### config.mk
export PLATFORM = sky130hd
export DESIGN_NAME = ibuf_feeder
export DESIGN_NICKNAME = d
export VERILOG_FILES = /design/src/rtl/ibuf_feeder_pkg.sv /design/src/rtl/ibuf_feeder_skew.sv /design/src/rtl/ibuf_feeder.sv
export SDC_FILE = /design/constraint.sdc
export NUM_CORES = 1
export LEC_CHECK = 0
export CAP_MARGIN = 20
export CORE_MARGIN = 2
export CORE_UTILIZATION = 55
export DETAILED_ROUTE_END_ITERATION = 10
export GPL_TIMING_DRIVEN = 0
export PLACE_DENSITY = 0.9
export SYNTH_ARGS = -nofsm -noshare
export SYNTH_HDL_FRONTEND = slang
export SYNTH_SLANG_ARGS = --single-unit
### constraint.sdc
create_clock -name clk -period 19.67 [get_ports clk]
set_input_delay 3.934 -clock clk [delete_from_list [all_inputs] [get_ports clk]]
set_output_delay 3.934 -clock clk [all_outputs]
set_load 0.005 [all_outputs]
### src/rtl/ibuf_feeder_pkg.sv
// Shared types and default sizes for the systolic input-buffer feeder.
package ibuf_feeder_pkg;

  localparam int DEFAULT_ARRAY_SIZE = 4;
  localparam int DEFAULT_DATA_W     = 32;
  localparam int ZERO_CNT_W         = 16;

  typedef enum logic [1:0] {
    IDLE,
    FETCH,
    DRAIN,
    DONE
  } state_t;

endpackage

### src/rtl/ibuf_feeder_skew.sv
// Per-row delay line: holds a valid/data pair for DEPTH cycles so that
// row r of the systolic array receives its element r cycles after row 0.
// The whole line freezes while stall is high.
module skew_delay
  import ibuf_feeder_pkg::*;
#(
  parameter int DEPTH  = 0,
  parameter int DATA_W = DEFAULT_DATA_W
) (
  input  logic              clk,
  input  logic              RST,
  input  logic              stall,
  input  logic              in_valid,
  input  logic [DATA_W-1:0] in_data,
  output logic              out_valid,
  output logic [DATA_W-1:0] out_data,
  output logic              pending
);

  if (DEPTH == 0) begin : g_pass
    // Row 0 has no skew, so the element passes straight through.
    logic unused_pass;
    assign unused_pass = &{1'b0, clk, RST, stall};
    assign out_valid   = in_valid;
    assign out_data    = in_data;
    assign pending     = 1'b0;
  end else begin : g_shift
    logic [DEPTH-1:0]             valid_q, valid_d;
    logic [DEPTH-1:0][DATA_W-1:0] data_q, data_d;

    // Shift one stage per non-stalled cycle; hold everything on stall.
    always_comb begin
      valid_d = valid_q;
      data_d  = data_q;
      if (!stall) begin
        valid_d[0] = in_valid;
        data_d[0]  = in_data;
        for (int i = 1; i < DEPTH; i++) begin
          valid_d[i] = valid_q[i-1];
          data_d[i]  = data_q[i-1];
        end
      end
    end

    // Stage registers; reset empties the line.
    always_ff @(posedge clk or posedge RST) begin
      if (RST) begin
        valid_q <= '0;
        data_q  <= '0;
      end else begin
        valid_q <= valid_d;
        data_q  <= data_d;
      end
    end

    assign out_valid = valid_q[DEPTH-1];
    assign out_data  = data_q[DEPTH-1];
    assign pending   = |valid_q;
  end

endmodule

### src/rtl/ibuf_feeder.sv
// Reads a tile of column vectors from activation memory and writes them,
// skewed by one cycle per row, into the per-row input buffers of a
// systolic array. Also counts the zero elements written in the tile.
module ibuf_feeder
  import ibuf_feeder_pkg::*;
#(
  parameter int ARRAY_SIZE = DEFAULT_ARRAY_SIZE,
  parameter int DATA_W     = DEFAULT_DATA_W,
  parameter int ADDR_W     = 10,
  parameter int LEN_W      = 8
) (
  input  logic                         clk,
  input  logic                         RST,
  input  logic                         start,
  input  logic [ADDR_W-1:0]            base_addr,
  input  logic [LEN_W-1:0]             tile_len,
  input  logic                         stall,
  output logic                         mem_ren,
  output logic [ADDR_W-1:0]            mem_addr,
  input  logic [ARRAY_SIZE*DATA_W-1:0] mem_rdata,
  output logic [ARRAY_SIZE-1:0]        ibuf_wr_en,
  output logic [ARRAY_SIZE*DATA_W-1:0] ibuf_data,
  output logic                         busy,
  output logic                         done,
  output logic [ZERO_CNT_W-1:0]        zero_cnt
);

  state_t                        state_q, state_d;
  logic [ADDR_W-1:0]             base_q, base_d;
  logic [LEN_W-1:0]              len_q, len_d;
  logic [LEN_W-1:0]              k_q, k_d;
  logic                          rvalid_q, rvalid_d;
  logic [ARRAY_SIZE-1:0]         wr_en_q, wr_en_d;
  logic [ARRAY_SIZE*DATA_W-1:0]  data_q, data_d;
  logic [ZERO_CNT_W-1:0]         zero_cnt_q, zero_cnt_d;
  logic [ZERO_CNT_W:0]           zero_sum;
  logic [ARRAY_SIZE-1:0]         skew_valid;
  logic [ARRAY_SIZE-1:0]         skew_pending;
  logic [ARRAY_SIZE-1:0][DATA_W-1:0] skew_data;

  for (genvar r = 0; r < ARRAY_SIZE; r++) begin : g_row
    skew_delay #(
      .DEPTH  (r),
      .DATA_W (DATA_W)
    ) u_skew (
      .clk       (clk),
      .RST       (RST),
      .stall     (stall),
      .in_valid  (rvalid_q),
      .in_data   (mem_rdata[r*DATA_W +: DATA_W]),
      .out_valid (skew_valid[r]),
      .out_data  (skew_data[r]),
      .pending   (skew_pending[r])
    );
  end

  assign mem_ren    = (state_q == FETCH) && !stall;
  assign mem_addr   = (state_q == FETCH) ? base_q + ADDR_W'(k_q) : '0;
  assign ibuf_wr_en = wr_en_q;
  assign ibuf_data  = data_q;
  assign busy       = (state_q != IDLE);
  assign done       = (state_q == DONE);
  assign zero_cnt   = zero_cnt_q;

  // Next-state: tile sequencing, read tracking, output staging, zero count.
  always_comb begin
    state_d    = state_q;
    base_d     = base_q;
    len_d      = len_q;
    k_d        = k_q;
    wr_en_d    = wr_en_q;
    data_d     = data_q;
    zero_cnt_d = zero_cnt_q;
    zero_sum   = {1'b0, zero_cnt_q};
    rvalid_d   = stall ? rvalid_q : mem_ren;

    if (!stall) begin
      for (int r = 0; r < ARRAY_SIZE; r++) begin
        wr_en_d[r] = skew_valid[r];
        data_d[r*DATA_W +: DATA_W] = skew_valid[r] ? skew_data[r] : '0;
        if (skew_valid[r] && (skew_data[r] == '0)) begin
          zero_sum = zero_sum + (ZERO_CNT_W+1)'(1);
        end
      end
      zero_cnt_d = zero_sum[ZERO_CNT_W] ? '1 : zero_sum[ZERO_CNT_W-1:0];
    end

    case (state_q)
      IDLE: begin
        if (start) begin
          base_d     = base_addr;
          len_d      = tile_len;
          k_d        = '0;
          zero_cnt_d = '0;
          state_d    = (tile_len == '0) ? DONE : FETCH;
        end
      end
      FETCH: begin
        if (!stall) begin
          k_d = k_q + LEN_W'(1);
          if (k_q == len_q - LEN_W'(1)) begin
            state_d = DRAIN;
          end
        end
      end
      DRAIN: begin
        if (!stall && !rvalid_q && !(|skew_pending)) begin
          state_d = DONE;
        end
      end
      DONE:    state_d = IDLE;
      default: state_d = IDLE;
    endcase
  end

  // State and output registers; reset aborts any tile in flight.
  always_ff @(posedge clk or posedge RST) begin
    if (RST) begin
      state_q    <= IDLE;
      base_q     <= '0;
      len_q      <= '0;
      k_q        <= '0;
      rvalid_q   <= 1'b0;
      wr_en_q    <= '0;
      data_q     <= '0;
      zero_cnt_q <= '0;
    end else begin
      state_q    <= state_d;
      base_q     <= base_d;
      len_q      <= len_d;
      k_q        <= k_d;
      rvalid_q   <= rvalid_d;
      wr_en_q    <= wr_en_d;
      data_q     <= data_d;
      zero_cnt_q <= zero_cnt_d;
    end
  end

endmodule

==> impl_metrics.toml, run 1 <==
[global_route]
first_global_vias = 15100
grt_overflow_total = 0
grt_util_all_layers = 0.320
grt_first_pass_wirelength_um = 83500
grt_max_degree = 118
antenna_found_initial = 1

[setup_path]
cp.required_ns = 15.74
worstPathArrival_ns = 6.18
cp_cell_sequence = "clkbuf_1 -> clkbuf_1 -> nor2b_1 -> clkdlybuf4s50_1"
cp_max_fo = 10
worst_setup_path_start_kind = "input port"
cpMostUsedCell = "clkbuf_1"
critical_path_class = "input port to primary output"
endpoint_kind = "primary output"
slowest_stage = "clkbuf_1"
cp_slowest_stage_delay_ns = 0.75

[yosys]
ys_seq_elements = 369
synth.avg_cell_area_um2 = 10.6
ys_types = 77
synth_edf_count = 0
syn-num-nets = 1819
synth_warnings = 0
synth_area_leaders = "dfrtp_1, mux2_2, nand2_1, o21ai_0, xnor2_1"
netlist.area_leader.share = 0.527
synth_top_area_cell = "dfrtp_1"
netlist_area_um2 = 17500
seq_area_frac_synth = 0.527
synthCells = 1649
async_flop_share = 1.00
synth_ff_type = "dfrtp_1"

[finish]
final_cells = 2434
syn2layout_area_growth_pct = 29.0
fin_util = 0.719
drive_gt1_frac = 0.161
fin_area_um2 = 22600
nNetsFinal = 2173
fillers = 2122

[sta]
finalHoldViolCount = 0
fin_crit_ns = 10.11
finalCritPeriodShare = 0.514
tns_ns = 0
rsz0062_at_grt = "no"
drv_slew = 0
fmax_ghz = 0.0989
fin_skew_ns = 0.0168
tightest_slew_ns = 1.06
slew_headroom = 0.297
setup_viol = 0

[placement]
numPortBuffers = 309
hpwl_um = 37900
place_area_um2 = 21200
dpl.cell_count = 2363
gp_congestion = 0.927

[clocking]
clk_pin_slew_worst_paths_ns = 0.06
cts-root-buf = "clkbuf_16"
clockBufferDepth = 3
cts_setup_buffers = 0
hold_buffers = 0
clock_latency_ns = 0.54
cts.sinks = 369
cts_resized = 0
numCtsBuffers = 39
cts_tree = "done"
htree_levels = 2

[route]
antenna_left = 0
drt-met1-wl_um = 20000
dr_wl_met3_um = 4600
dr_total_vias = 14600
routed.top_layer = "met4"
drt_iter0_drc = 1019
drc = 0
dr.pass1.iters = 5
wl_met2_um = 26100
finalWirelength_um = 52900
vias_per_cell = 6.01
post_drt_wl_per_cell_um = 21.7

[floorplan]
fp-row-count = 65
pin_count = 311
dieHeight_um = 183
core_um2 = 31500
start_util = 0.557
die_x_um = 183
die_area_um2 = 33300

[pwr]
peakVddDrop_v = 0.0000925
intPower_w = 0.00181
sw_frac_of_total = 0.334
comb_power_share = 0.320
pwr-share-seq = 0.388
power_leakage_nw = 9.27
clockPowerShare = 0.292
power_density_nw_per_um2 = 120
p_total_w = 0.00272
switchingPower_w = 0.000908

[job]
cap_violations = 0

[min_path]
hp-class = "flop to flop"

[outcome]
status = "completed"
-- placed cells by master, fill, tap and decap left out, types with 6 or more instances in the layout --
cell type,netlist,layout
clkinv_2,0,9
a221oi_2,10,10
nor4_2,15,15
mux2_2,196,196
a221oi_1,7,7
o31ai_1,6,6
o21ai_0,141,141
nand2_1,352,352
clkbuf_1,74,76
or3_1,9,9
nand3_1,27,27
inv_1,27,26
and4_1,6,6
clkbuf_8,0,6
buf_1,7,7
buf_2,10,11
ha_1,19,19
nor4_1,40,40
nand4_1,19,19
clkdlybuf4s50_1,0,309
nor2_1,43,43
xor2_1,27,27
and2_1,19,19
a31oi_1,13,13
clkbuf_16,0,41
dfrtp_1,369,369
a21oi_1,16,16
bufinv_16,0,6
nor3_1,26,26
xnor2_1,45,45
and3_1,8,8
mux2i_1,6,6
a21o_1,7,7
-- critical path: cells and delay by family --
kind / cells / cell delay [ns]
buffers and inverters: 3 / 1.95
AND/OR/NAND/NOR: 1 / 0.29
-- sequential cells by signal, summed over array words and instances, names as in the netlist --
signal                       count
zero_cnt                        16
ibuf_data                      128
rvalid_q                         1
g_row.u_skew.g_shift.data_q     96
g_row.u_skew.out_data           96
len_q                            8
ibuf_wr_en                       4
base_q                          10
k_q                              8
state_q                          2
-- per-stage QoR --
stage	setup WS (ns)	hold slack [ns]
global route	9.49	0.503
detailed placement	9.61	0.472
CTS	9.59	0.488
global placement	1.74	0.464
finish	9.56	0.484
floorplan	5.49	0.452
-- layer usage --
| metal | track usage | vias to the layer above |
|---|---|---|
| met3 | 0.0760 | 156 |
| li1 | - | 6510 |
| met2 | 0.551 | 711 |
| met1 | 0.385 | 7259 |
| met4 | 0.136 | 0 |
| met5 | 0 | - |
-- power by group through the flow --
stage | Combinational (W) | Clock (W) | Sequential (W)
finish | 0.000870 | 0.000793 | 0.00106
global route | 0.000948 | 0.000831 | 0.00107
CTS | 0.000863 | 0.000797 | 0.00105
detailed placement | 0.000849 | 0 | 0.00106
global placement | 0.000819 | 0 | 0.00105
floorplan | 0.000486 | 0 | 0.00102
-- logic make-up (layout without fill, tap and decap cells) --
family | count (synthesis) | in the layout | synth area share
flip-flops | 369 | 369 | 0.527
multiplexers | 202 | 202 | 0.129
AND/OR/NAND/NOR | 598 | 598 | 0.164
adder cells (fa/ha/maj) | 20 | 20 | 0.0147
XOR/XNOR | 76 | 76 | 0.0397
AO/OA/AOI/OAI | 259 | 259 | 0.0955
other | 0 | 1 | 0
buffers and inverters | 125 | 507 | 0.0298
-- cells in the mapped netlist (all sizes together) (19+ instances only) --
library cell,instances
dfrtp,369
nand2,352
mux2,196
o21ai,144
clkbuf,74
nor4,56
xnor2,48
nor2,43
xor2,28
inv,27
nand3,27
nor3,26
buf,24
nand4,21
and2,19
ha,19
-- layout make-up --
class                   count  area [um^2]  share of cell area
repair buffers            313         3180               0.141
multi-input cells        1155         7770               0.344
flip-flops and latches    369         9230               0.408
diodes                      1         2.50            0.000111
plain buffers              98          422              0.0186
clock inverters            20          277              0.0122
inverters                  27          109             0.00481
clock buffers              49         1120              0.0493
well taps                 402          503              0.0222
-- final timing paths --
path | slack [ns] | startpoint | end | cells after the start
worst max register to register | 13.76 | g_row[1].u_skew.out_data[29] | zero_cnt[11] | 19
worst min-delay path | 0.48 | ibuf_data[58] | ibuf_data[58] | 2
worst max-delay path | 9.56 | stall | mem_ren | 4
min in group asynchronous | 3.82 | RST | ibuf_data[79] | 2
worst min register to register | 0.48 | ibuf_data[58] | ibuf_data[58] | 2
max in group asynchronous | 14.44 | RST | ibuf_data[22] | 4
Power figures use the tool's default switching activity.
==> run 2: changes to the inputs <==
CORE_UTILIZATION = 53   (was 55)
PLACE_DENSITY = 0.87   (was 0.9)
clock period = 9.9 ns   (was 19.67 ns; I/O delays follow)
==> impl_metrics.toml, run 2 (synthesis results as in run 1) <==
[clocking]
numCtsBuffers = 40
cts-root-buf = "clkbuf_16"
cts_tree = "done"
cts.sinks = 369
cts_resized = 0
hold_buffers = 0
cts_setup_buffers = 0
htree_levels = 2
clockBufferDepth = 3
clk_pin_slew_worst_paths_ns = 0.06
clock_latency_ns = 0.54

[sta]
drv_slew = 0
finalHoldViolCount = 0
slew_headroom = 0.299
finalCritPeriodShare = 0.771
fin_crit_ns = 7.63
rsz0062_at_grt = "no"
tns_ns = 0
tightest_slew_ns = 1.05
setup_viol = 0
fin_skew_ns = 0.0158
fmax_ghz = 0.131

[setup_path]
cp.required_ns = 10.34
reg2reg_from = "rvalid_q"
critical_path_class = "input port to flop"
worstPathArrival_ns = 8.07
cp_max_fo = 10
endpoint_kind = "flop"
crit_start = "mem_rdata[26]"
worst_setup_path_start_kind = "input port"

[global_route]
grt_util_all_layers = 0.300
first_global_vias = 14800
grt_overflow_total = 0
grt_first_pass_wirelength_um = 80400
grt_max_degree = 45
antenna_found_initial = 3

[finish]
final_cell_mix = "dfrtp_1, nand2_1, clkdlybuf4s50_1"
nNetsFinal = 2179
syn2layout_area_growth_pct = 29.7
final_common_cell = "dfrtp_1"
drive_gt1_frac = 0.163
largest_reg_flops = 128

[floorplan]
fp-row-count = 66
start_util = 0.539
dieHeight_um = 186
die_area_um2 = 34500
core_um2 = 32500
pin_count = 311
die_x_um = 186

[job]
cap_violations = 0

[placement]
gp_congestion = 0.931
numPortBuffers = 309
hpwl_um = 37700

[route]
finalWirelength_um = 51800
dr.pass1.iters = 6
dr_total_vias = 14400
drc = 0
post_drt_wl_per_cell_um = 20.8
vias_per_cell = 5.79
antenna_left = 0
drt_iter0_drc = 785

[pwr]
p_total_w = 0.00533
power_leakage_nw = 9.29
power_density_nw_per_um2 = 234
peakVddDrop_v = 0.000138

[min_path]
hold_start = "base_q[7]"
hp-class = "flop to flop"

[outcome]
status = "completed"
[run 2: power by group]
group	switching, W	internal, W	leakage [nW]
logic	0.000881	0.000828	4.02
clock network	0.000625	0.000902	0.666
registers	0.000282	0.00181	4.60
[run 2: final cells by class]
| cell class | instances | area [um^2] |
|---|---|---|
| Fill cell | 2293 | 9790 |
| Clock buffer | 58 | 1200 |
| Sequential cell | 369 | 9230 |
| Clock inverter | 15 | 175 |
| Multi-Input combinational cell | 1155 | 7770 |
| Timing Repair Buffer | 318 | 3270 |
| Tap cell | 442 | 553 |
| Buffer | 98 | 422 |
| Inverter | 27 | 105 |
| Antenna cell | 4 | 10.0 |
[run 2: path summary, 6_finish.rpt]
check,end,slack [ns],cells past startpoint
max,zero_cnt[7],2.27,19
min in group asynchronous,ibuf_data[87],1.81,2
max reg2reg,zero_cnt[7],4.16,17
min reg2reg,base_q[7],0.48,2
min,base_q[7],0.48,2
max in group asynchronous,ibuf_data[39],6.71,6
[run 2: through the flow]
step / setup WS (ns) / hold WS (ns) / instance area, um^2 / cells / util
global route: 1.93 / 0.511 / 22700 / 2485 / 0.699
floorplan: 2.97 / 0.452 / 17500 / 1649 / -
CTS: 2.40 / 0.485 / 22700 / 2482 / 0.699
finish: 2.27 / 0.484 / 22700 / 2486 / 0.699
detailed placement: 1.91 / 0.470 / 21400 / 2409 / 0.657
global placement: 0.789 / 0.464 / 21200 / 2400 / 0.651
[run 2: worst max-delay path: stages]
cell             delay [ns]
clkdlybuf4s50_1        0.46
nor4_2                 0.43
and4_1                 0.40
buf_2                  0.27
nand3_1                0.29
xnor2_1                0.34
ha_1                   0.19
buf_1                  0.38
inv_1                  0.11
nor4_1                 0.65
nand3_1                0.19
nor3_1                 0.40
xor2_1                 0.23
nor4_2                 0.45
and3_1                 0.30
o211ai_2               0.14
o31a_1                 0.43
buf_6                  0.20
a221oi_2               0.22
[run 2: per-layer routing]
metal  up-vias  share of wire  global-route usage
met4         0          0.037               0.121
met1      7140           0.39               0.370
met3       123          0.084              0.0673
met5         -              0                   0
li1       6531              -                   -
met2       601           0.49               0.511
